[config.mk]
export PLATFORM = sky130hd
export DESIGN_NAME = toggle_watchdog
export DESIGN_NICKNAME = d
export VERILOG_FILES = /design/src/rtl/toggle_watchdog.sv
export SDC_FILE = /design/constraint.sdc
export NUM_CORES = 1
export LEC_CHECK = 0
export ABC_AREA = 1
export ABC_CLOCK_PERIOD_IN_PS = 2800
export CAP_MARGIN = 20
export CORE_ASPECT_RATIO = 0.6
export CORE_UTILIZATION = 60
export CTS_CLUSTER_DIAMETER = 120
export CTS_CLUSTER_SIZE = 25
export DETAILED_ROUTE_END_ITERATION = 16
export PLACE_DENSITY = 0.84
export SETUP_SLACK_MARGIN = 0.5
export SYNTH_ARGS = -nofsm -noshare
export SYNTH_HDL_FRONTEND = slang
export SYNTH_SLANG_ARGS = --single-unit
[constraint.sdc]
create_clock -name clk -period 2.8 [get_ports clk]
set_input_delay 0.7 -clock clk [delete_from_list [all_inputs] [get_ports clk]]
set_output_delay 0.7 -clock clk [all_outputs]
set_load 0.1 [all_outputs]
[src/rtl/toggle_watchdog.sv]
// rtl/toggle_watchdog.sv - toggle stream monitor: half-period measurement, lock and sticky fault
module toggle_watchdog #(
    parameter int CNT_W       = 16,
    parameter int SYNC_STAGES = 2,
    parameter int MIN_HALF    = 2,
    parameter int MAX_HALF    = 1000,
    parameter int LOCK_COUNT  = 4
) (
    input  logic             clk,
    input  logic             clear_n,
    input  logic             en,
    input  logic             toggle_in,
    input  logic             fault_clr,
    output logic             edge_pulse,
    output logic [CNT_W-1:0] half_period,
    output logic             half_period_valid,
    output logic             locked,
    output logic             fault,
    output logic [1:0]       fault_code
);

    localparam int GW = $clog2(LOCK_COUNT + 1);

    localparam logic [CNT_W-1:0] MIN_C  = CNT_W'(MIN_HALF);
    localparam logic [CNT_W-1:0] MAX_C  = CNT_W'(MAX_HALF);
    localparam logic [GW-1:0]    LOCK_C = GW'(LOCK_COUNT);

    localparam logic [2:0] S_IDLE    = 3'd0;
    localparam logic [2:0] S_ARMED   = 3'd1;
    localparam logic [2:0] S_MEASURE = 3'd2;
    localparam logic [2:0] S_LOCKED  = 3'd3;
    localparam logic [2:0] S_FAULT   = 3'd4;

    localparam logic [1:0] CODE_NONE  = 2'b00;
    localparam logic [1:0] CODE_FAST  = 2'b01;
    localparam logic [1:0] CODE_STUCK = 2'b10;

    logic [SYNC_STAGES-1:0] sync_q;
    logic                   p_q;
    logic                   s;
    logic                   edge_det;
    logic [2:0]             state, state_d;
    logic [CNT_W-1:0]       cnt;
    logic [GW-1:0]          good_cnt, good_d;
    logic [1:0]             code_d;
    logic                   active, measuring, in_win, fast, stuck;

    assign s        = sync_q[SYNC_STAGES-1];
    assign edge_det = s ^ p_q;

    assign active    = (state == S_ARMED) || (state == S_MEASURE) || (state == S_LOCKED);
    assign measuring = (state == S_MEASURE) || (state == S_LOCKED);
    assign in_win    = (cnt >= MIN_C) && (cnt <= MAX_C);
    assign fast      = measuring && edge_det && (cnt < MIN_C);
    // cnt is about to reach MAX_HALF+1 without an edge
    assign stuck     = active && !edge_det && (cnt == MAX_C);

    assign locked = (state == S_LOCKED);
    assign fault  = (state == S_FAULT);

    always_comb begin
        state_d = state;
        good_d  = good_cnt;
        code_d  = fault_code;
        case (state)
            S_IDLE: begin
                good_d = '0;
                if (en) state_d = S_ARMED;
            end
            S_FAULT: begin
                if (fault_clr) begin
                    state_d = S_IDLE;
                    code_d  = CODE_NONE;
                    good_d  = '0;
                end
            end
            default: begin
                if (!en) begin
                    state_d = S_IDLE;
                    good_d  = '0;
                end else if (fast || stuck) begin
                    good_d = '0;
                    if (fault_clr) begin
                        state_d = S_IDLE;
                    end else begin
                        state_d = S_FAULT;
                        code_d  = fast ? CODE_FAST : CODE_STUCK;
                    end
                end else if (edge_det) begin
                    if (state == S_ARMED) begin
                        state_d = S_MEASURE;
                        good_d  = '0;
                    end else if (state == S_MEASURE) begin
                        if (in_win) begin
                            good_d = good_cnt + GW'(1);
                            if (good_cnt + GW'(1) == LOCK_C) state_d = S_LOCKED;
                        end else begin
                            good_d = '0;
                        end
                    end
                end
            end
        endcase
    end

    always_ff @(posedge clk or negedge clear_n) begin
        if (!clear_n) begin
            sync_q            <= '0;
            p_q               <= 1'b0;
            state             <= S_IDLE;
            cnt               <= '0;
            good_cnt          <= '0;
            fault_code        <= CODE_NONE;
            edge_pulse        <= 1'b0;
            half_period       <= '0;
            half_period_valid <= 1'b0;
        end else begin
            sync_q     <= {sync_q[SYNC_STAGES-2:0], toggle_in};
            p_q        <= s;
            state      <= state_d;
            good_cnt   <= good_d;
            fault_code <= code_d;
            edge_pulse <= edge_det && en && (state != S_FAULT);

            if (state == S_IDLE) begin
                cnt <= '0;
            end else if (state != S_FAULT) begin
                if (edge_det)        cnt <= CNT_W'(1);
                else if (cnt != '1)  cnt <= cnt + CNT_W'(1);
            end

            half_period_valid <= edge_det && measuring;
            if (edge_det && measuring) half_period <= cnt;
        end
    end

endmodule

==> results.sh, run 1 <==
export IMPL_status="complete, no violations"
export IMPL_synth_avg_cell_area_um2=8.043
export IMPL_finClkSkew_ns=0.009752
export IMPL_dieWidth_um=87.47
export IMPL_dieArea_um2=4661
export IMPL_combPwrFrac_pct=38.5
export IMPL_path_max_fanout=6
export IMPL_slew_limit_headroom_pct=47.55
export IMPL_wl_um=5972
export IMPL_finish_utilization_pct=72.86
export IMPL_syn_area_um2=2630
export IMPL_cts_tree="done"
export IMPL_num_rows=18
export IMPL_cts_setup_buffers=0
export IMPL_post_synth_top_count_cell="nand2_1"
export IMPL_clock_sinks=45
export IMPL_p_int_mw=1.270
export IMPL_final_cell_area_um2=3019
export IMPL_dpl_worst_slack_ns=0.7628
export IMPL_htreeDepth=2
export IMPL_drt_pass1_iter_count=5
export IMPL_switching_power_mw=0.9467
export IMPL_crit_type="flip-flop to output pin"
export IMPL_numCtsBuffers=5
export IMPL_min_period_over_period_pct=76.85
export IMPL_overflow=0
export IMPL_place_gp_congestion=0.9150
export IMPL_synth_common_cells="nand2_1, dfrtp_1, inv_1, nor2_1, o21ai_0"
export IMPL_irDropWorstVdd_mv=0.7633
export IMPL_slew_viol_final=0
export IMPL_drv_cap=0
export IMPL_setup_viol=0
export IMPL_tightest_slew_ns=0.7859
export IMPL_area_growth_pct=14.80
export IMPL_yosys_register_bits=45
export IMPL_synth_top_area_share_pct=42.82
export IMPL_min_period_ns=2.152
export IMPL_first_iter_violations=258
export IMPL_finalNetCount=365
export IMPL_ys_flop_type="dfrtp_1"
export IMPL_pwr_share_clk_pct=26.3
export IMPL_root_buffer="clkbuf_8"
export IMPL_critPathCaptureType="output pin"
export IMPL_syn_instance_count=327
export IMPL_grt_pass1_vias=2028
export IMPL_cts_buffer_depth=2
export IMPL_tns_ns=0
export IMPL_syn_num_nets=337
export IMPL_grt_max_degree=33
export IMPL_fin_ws_ns=0.6481
export IMPL_clock_latency_ns=0.30
export IMPL_start_kind="flip-flop"
export IMPL_cp_required_ns=2.10
export IMPL_yosys_warnings=0
export IMPL_grt_use_total_pct=28.83
export IMPL_swShare_pct=42.71
export IMPL_hp_class="input port to asynchronous set/reset pin"
export IMPL_place_area_um2=2880
export IMPL_worstPathArrival_ns=1.45
export IMPL_ys_types=29
export IMPL_postCtsHoldBufs=0
export IMPL_wl_per_cell_um=14.36
export IMPL_coreArea_um2=4144
export IMPL_ios=27
export IMPL_portBuffers=26
export IMPL_async_reset_ff_share_pct=100.0
export IMPL_drcViolationCount=0
export IMPL_hpwl_um=4511
export IMPL_drive_gt1_share_pct=23.03
export IMPL_antenna_found_initial=0
export IMPL_max_freq_mhz=464.7
export IMPL_p_per_area_nw_per_um2=734.1
export IMPL_ant_nets=0
export IMPL_seq_power_share_pct=35.2
export IMPL_grt_pass1_wl_um=9963
export IMPL_yosys_area_top_type="dfrtp_1"
export IMPL_vias=2303
export IMPL_die_y_um=53.29
export IMPL_n_antenna_cell=0
export IMPL_drt_vias_per_instance=5.536
export IMPL_leakagePower_nw=1.446
export IMPL_yosys_top_cells_area="dfrtp_1, nand2_1, inv_1"
export IMPL_synth_edff_count=0
export IMPL_grt_setup_unrepaired="false"
export IMPL_cts_clk_slew_worst_paths_ns=0.09
export IMPL_finalHoldViolCount=0
export IMPL_initial_utilization_pct=63.47
export IMPL_ys_seq_area_share_pct=42.82
export IMPL_ctsResizeCount=0
-- registers in the layout (all words and copies together), names as in the netlist --
name	flops
cnt	16
edge_pulse	1
fault_code	2
good_cnt	3
half_period	16
half_period_valid	1
p_q	1
state	3
sync_q	2
-- final timing paths --
check / start / depth (start not counted) / slack [ns] / end
min in group clk: sync_q[0] / 0 / 0.36 / sync_q[1]
max in group asynchronous: clear_n / 2 / 1.79 / state[2]
worst min register to register: sync_q[0] / 0 / 0.36 / sync_q[1]
worst min-delay path: clear_n / 1 / 0.29 / half_period[7]
worst max register to register: cnt[10] / 10 / 0.97 / state[1]
worst max-delay path: state[0] / 4 / 0.65 / fault
-- power by group through the flow --
stage	sequential, mW	combinational (mW)	clock [mW]
finish	0.781	0.852	0.583
global route	0.789	0.931	0.615
CTS	0.776	0.846	0.590
detailed placement	0.788	0.842	0
global placement	0.783	0.826	0
floorplan	1.00	0.436	0
-- kinds of logic (layout without fill, tap and decap cells) --
kind of cell,Yosys count,in the layout,share of synthesized area [%]
xor+xnor,9,9,2.997
fa+ha+maj,5,5,2.379
buf+inv,47,76,8.230
flops,45,45,42.82
compound gates,44,44,9.800
simple gates,177,177,33.78
-- stage by stage --
step / total power [mW] / hold WS [ns] / cells
6_report: 2.216 / 0.2884 / 416
5_1_grt: 2.336 / 0.3094 / 416
4_1_cts: 2.212 / 0.3000 / 416
3_5_place_dp: 1.629 / 0.3364 / 408
3_3_place_gp: 1.610 / 0.3319 / 408
2_1_floorplan: 1.437 / 0.3312 / 327
-- metal layers --
| metal | part of all wire (%) | vias up | routed length (um) | global-route usage (%) |
|---|---|---|---|---|
| li1 | - | 1105 | - | - |
| met1 | 48 | 1070 | 2879 | 43.24 |
| met2 | 42 | 115 | 2512 | 41.67 |
| met3 | 8.9 | 13 | 533 | 7.176 |
| met4 | 0.77 | 0 | 46 | 5.738 |
| met5 | 0 | - | 0 | 0 |
-- cell type report --
cell class / instances / area [um2]
clock buffer: 5 / 68.82
inverter: 41 / 160.2
sequential: 45 / 1126
tap: 60 / 75.07
timing repair buffer: 27 / 220.2
multi-input combinational: 235 / 1304
fill: 347 / 1125
clock inverter: 3 / 65.06
-- critical path, stage by stage (launching register included) --
cell     delay, ns
dfrtp_1       0.46
nor2_4        0.20
nand2_2       0.17
inv_2         0.14
buf_12        0.18
-- placed cells by master (no fill, tap or decap), types with 8 or more instances in the layout --
master   count
a21oi_1      9
buf_4       22
dfrtp_1     45
inv_1       32
nand2_1     76
nand2_2     13
nand3_1     15
nor2_1      33
nor3_1      12
o21ai_0     23
o21ai_2     10
xor2_1       8
Power figures use the tool's default switching activity.
==> inputs of run 2 (changes only) <==
--- a/config.mk
+++ b/config.mk
@@ -6,14 +6,14 @@
 export NUM_CORES = 1
 export LEC_CHECK = 0
 export ABC_AREA = 1
-export ABC_CLOCK_PERIOD_IN_PS = 2800
+export ABC_CLOCK_PERIOD_IN_PS = 1700
 export CAP_MARGIN = 20
 export CORE_ASPECT_RATIO = 0.6
-export CORE_UTILIZATION = 60
+export CORE_UTILIZATION = 51
 export CTS_CLUSTER_DIAMETER = 120
 export CTS_CLUSTER_SIZE = 25
 export DETAILED_ROUTE_END_ITERATION = 16
-export PLACE_DENSITY = 0.84
+export PLACE_DENSITY = 0.76
 export SETUP_SLACK_MARGIN = 0.5
 export SYNTH_ARGS = -nofsm -noshare
 export SYNTH_HDL_FRONTEND = slang
==> constraint.sdc (replaced) <==
create_clock -name clk -period 1.7 [get_ports clk]
set_input_delay 0.425 -clock clk [delete_from_list [all_inputs] [get_ports clk]]
set_output_delay 0.425 -clock clk [all_outputs]
set_load 0.1 [all_outputs]
==> results.sh, run 2 (synthesis gave the netlist of run 1 again) <==
export IMPL_status="finished, violations left"
export IMPL_violations="negative setup slack"
export IMPL_setup_viol=9
export IMPL_critPathSlowestCell="dfrtp_1"
export IMPL_vias=2770
export IMPL_die_y_um=57.63
export IMPL_dieWidth_um=94.71
export IMPL_worstPathArrival_ns=1.98
export IMPL_cts_clk_slew_worst_paths_ns=0.09
export IMPL_postCtsHoldBufs=0
export IMPL_nFillCells=239
export IMPL_numCtsBuffers=5
export IMPL_critical_path_max_stage_delay_ns=0.41
export IMPL_tightest_slew_ns=0.2812
export IMPL_drcViolationCount=0
export IMPL_initial_utilization_pct=55.32
export IMPL_wl_um=8687
export IMPL_drive_gt1_share_pct=47.54
export IMPL_min_period_over_period_pct=105.0
export IMPL_area_growth_pct=52.19
export IMPL_htreeDepth=2
export IMPL_fin_ws_ns=-0.08529
export IMPL_max_freq_mhz=560.1
export IMPL_dieArea_um2=5458
export IMPL_portBuffers=26
export IMPL_crit_type="flip-flop to flip-flop"
export IMPL_layout_commonest_cell="nand2_1"
export IMPL_hpwl_um=4779
export IMPL_first_iter_violations=390
export IMPL_critPathCaptureType="flip-flop"
export IMPL_crit_family="simple AND/OR/NAND/NOR gates"
export IMPL_finalHoldViolCount=0
export IMPL_clock_sinks=45
export IMPL_leakagePower_nw=1.776
export IMPL_antenna_found_initial=0
export IMPL_overflow=0
export IMPL_worst_path_buf_inv=2
export IMPL_ant_nets=0
export IMPL_drv_cap=0
export IMPL_fin_hold_ws_ns=0.08563
export IMPL_finClkSkew_ns=0.008350
export IMPL_slew_limit_headroom_pct=81.18
export IMPL_grt_use_total_pct=28.80
export IMPL_p_per_area_nw_per_um2=1132
export IMPL_finalNetCount=415
export IMPL_dp_cells=428
export IMPL_coreArea_um2=4755
export IMPL_cts_buffer_depth=2
export IMPL_top_regs="cnt: 16 flops, half_period: 16 flops"
export IMPL_wl_per_cell_um=18.52
export IMPL_layout_common_cells="nand2_1, buf_4, buf_12"
export IMPL_final_cells=469
export IMPL_ios=27
export IMPL_path_cells="nand2_2, nor2_4, inv_2, nor2_1, nand3_2, nand3_2, nand2_4, inv_4, nand3_2, nand2_1, nand2_1"
export IMPL_crit_top_cell="nand3_2"
export IMPL_drt_pass1_iter_count=6
export IMPL_num_rows=19
export IMPL_clock_latency_ns=0.30
export IMPL_place_gp_congestion=0.9766
export IMPL_cts_tree="done"
export IMPL_drt_vias_per_instance=5.906
export IMPL_start_kind="flip-flop"
export IMPL_min_period_ns=1.785
export IMPL_root_buffer="clkbuf_8"
export IMPL_grt_max_degree=46
export IMPL_irDropWorstVdd_mv=0.9643
export IMPL_hp_class="input port to asynchronous set/reset pin"
export IMPL_path_max_fanout=8
export IMPL_slew_viol_final=0
export IMPL_dpl_worst_slack_ns=-0.03548
export IMPL_n_antenna_cell=0
export IMPL_cp_required_ns=1.89
export IMPL_grt_setup_unrepaired="true"
export IMPL_grt_pass1_wl_um=11760
export IMPL_grt_pass1_vias=2406
## run 2: cell types whose count changed in the layout (fill, tap and decap cells not counted), moves of 18 or more
cell	before	now
o21ai_1	2	20
dfrtp_2	0	25
dfrtp_1	45	20
buf_12	1	28
buf_4	22	41
o21ai_0	23	4
## run 2: cell type report
cell class,instances,area [um2],area share (%)
clock buffers,5,68.82,1.719
repair buffers,75,925.9,23.13
flip-flops and latches,45,1157,28.92
inverters,41,183.9,4.595
repair inverters,2,22.52,0.5627
well taps,63,78.83,1.969
multi-input cells,235,1500,37.48
clock inverters,3,65.06,1.626
## run 2: path summary, 6_finish.rpt
kind	slack [ns]	depth (start not counted)	from	endpoint
setup reg to reg	-0.09	11	cnt[6]	state[0]
max in group asynchronous	1.38	2	clear_n	state[1]
min in group clk	0.40	0	sync_q[0]	sync_q[1]
hold reg to reg	0.40	0	sync_q[0]	sync_q[1]
hold / removal	0.09	2	clear_n	half_period[12]
setup / recovery	-0.09	11	cnt[6]	state[0]
## run 2: repair_timing
| action | 4_1_cts | 5_1_grt |
|---|---|---|
| cloned | 1 | 1 |
| gates resized for setup | 30 | 28 |
| setup buffers | 16 | 15 |
| setup endpoints to repair | 62 | 62 |
| pin swaps | 15 | 4 |
## run 2: per-stage QoR
step / utilization, % / TNS (ns) / total power [mW] / cell area (um2)
after floorplan: - / -1.467 / 2.448 / 2733
after global placement: 70.87 / 0 / 3.014 / 3369
after detailed placement: 70.87 / -0.1064 / 3.055 / 3369
after CTS: 78.68 / 0 / 4.236 / 3741
after global routing: 84.18 / -1.726 / 4.686 / 4003
final: 84.18 / -0.3825 / 4.532 / 4003
## run 2: power breakdown
part | switching, mW | total [mW] | internal, mW
Combinational | 1.40 | 2.24 | 0.841
Sequential | 0.139 | 1.33 | 1.19
Clock | 0.374 | 0.958 | 0.584
## run 2: metal layers
layer | wire, um | global-route usage [%]
met1 | 3331 | 40.27
met2 | 3963 | 42.86
met3 | 1027 | 9.186
met4 | 365 | 8.442
met5 | 0 | 3.704
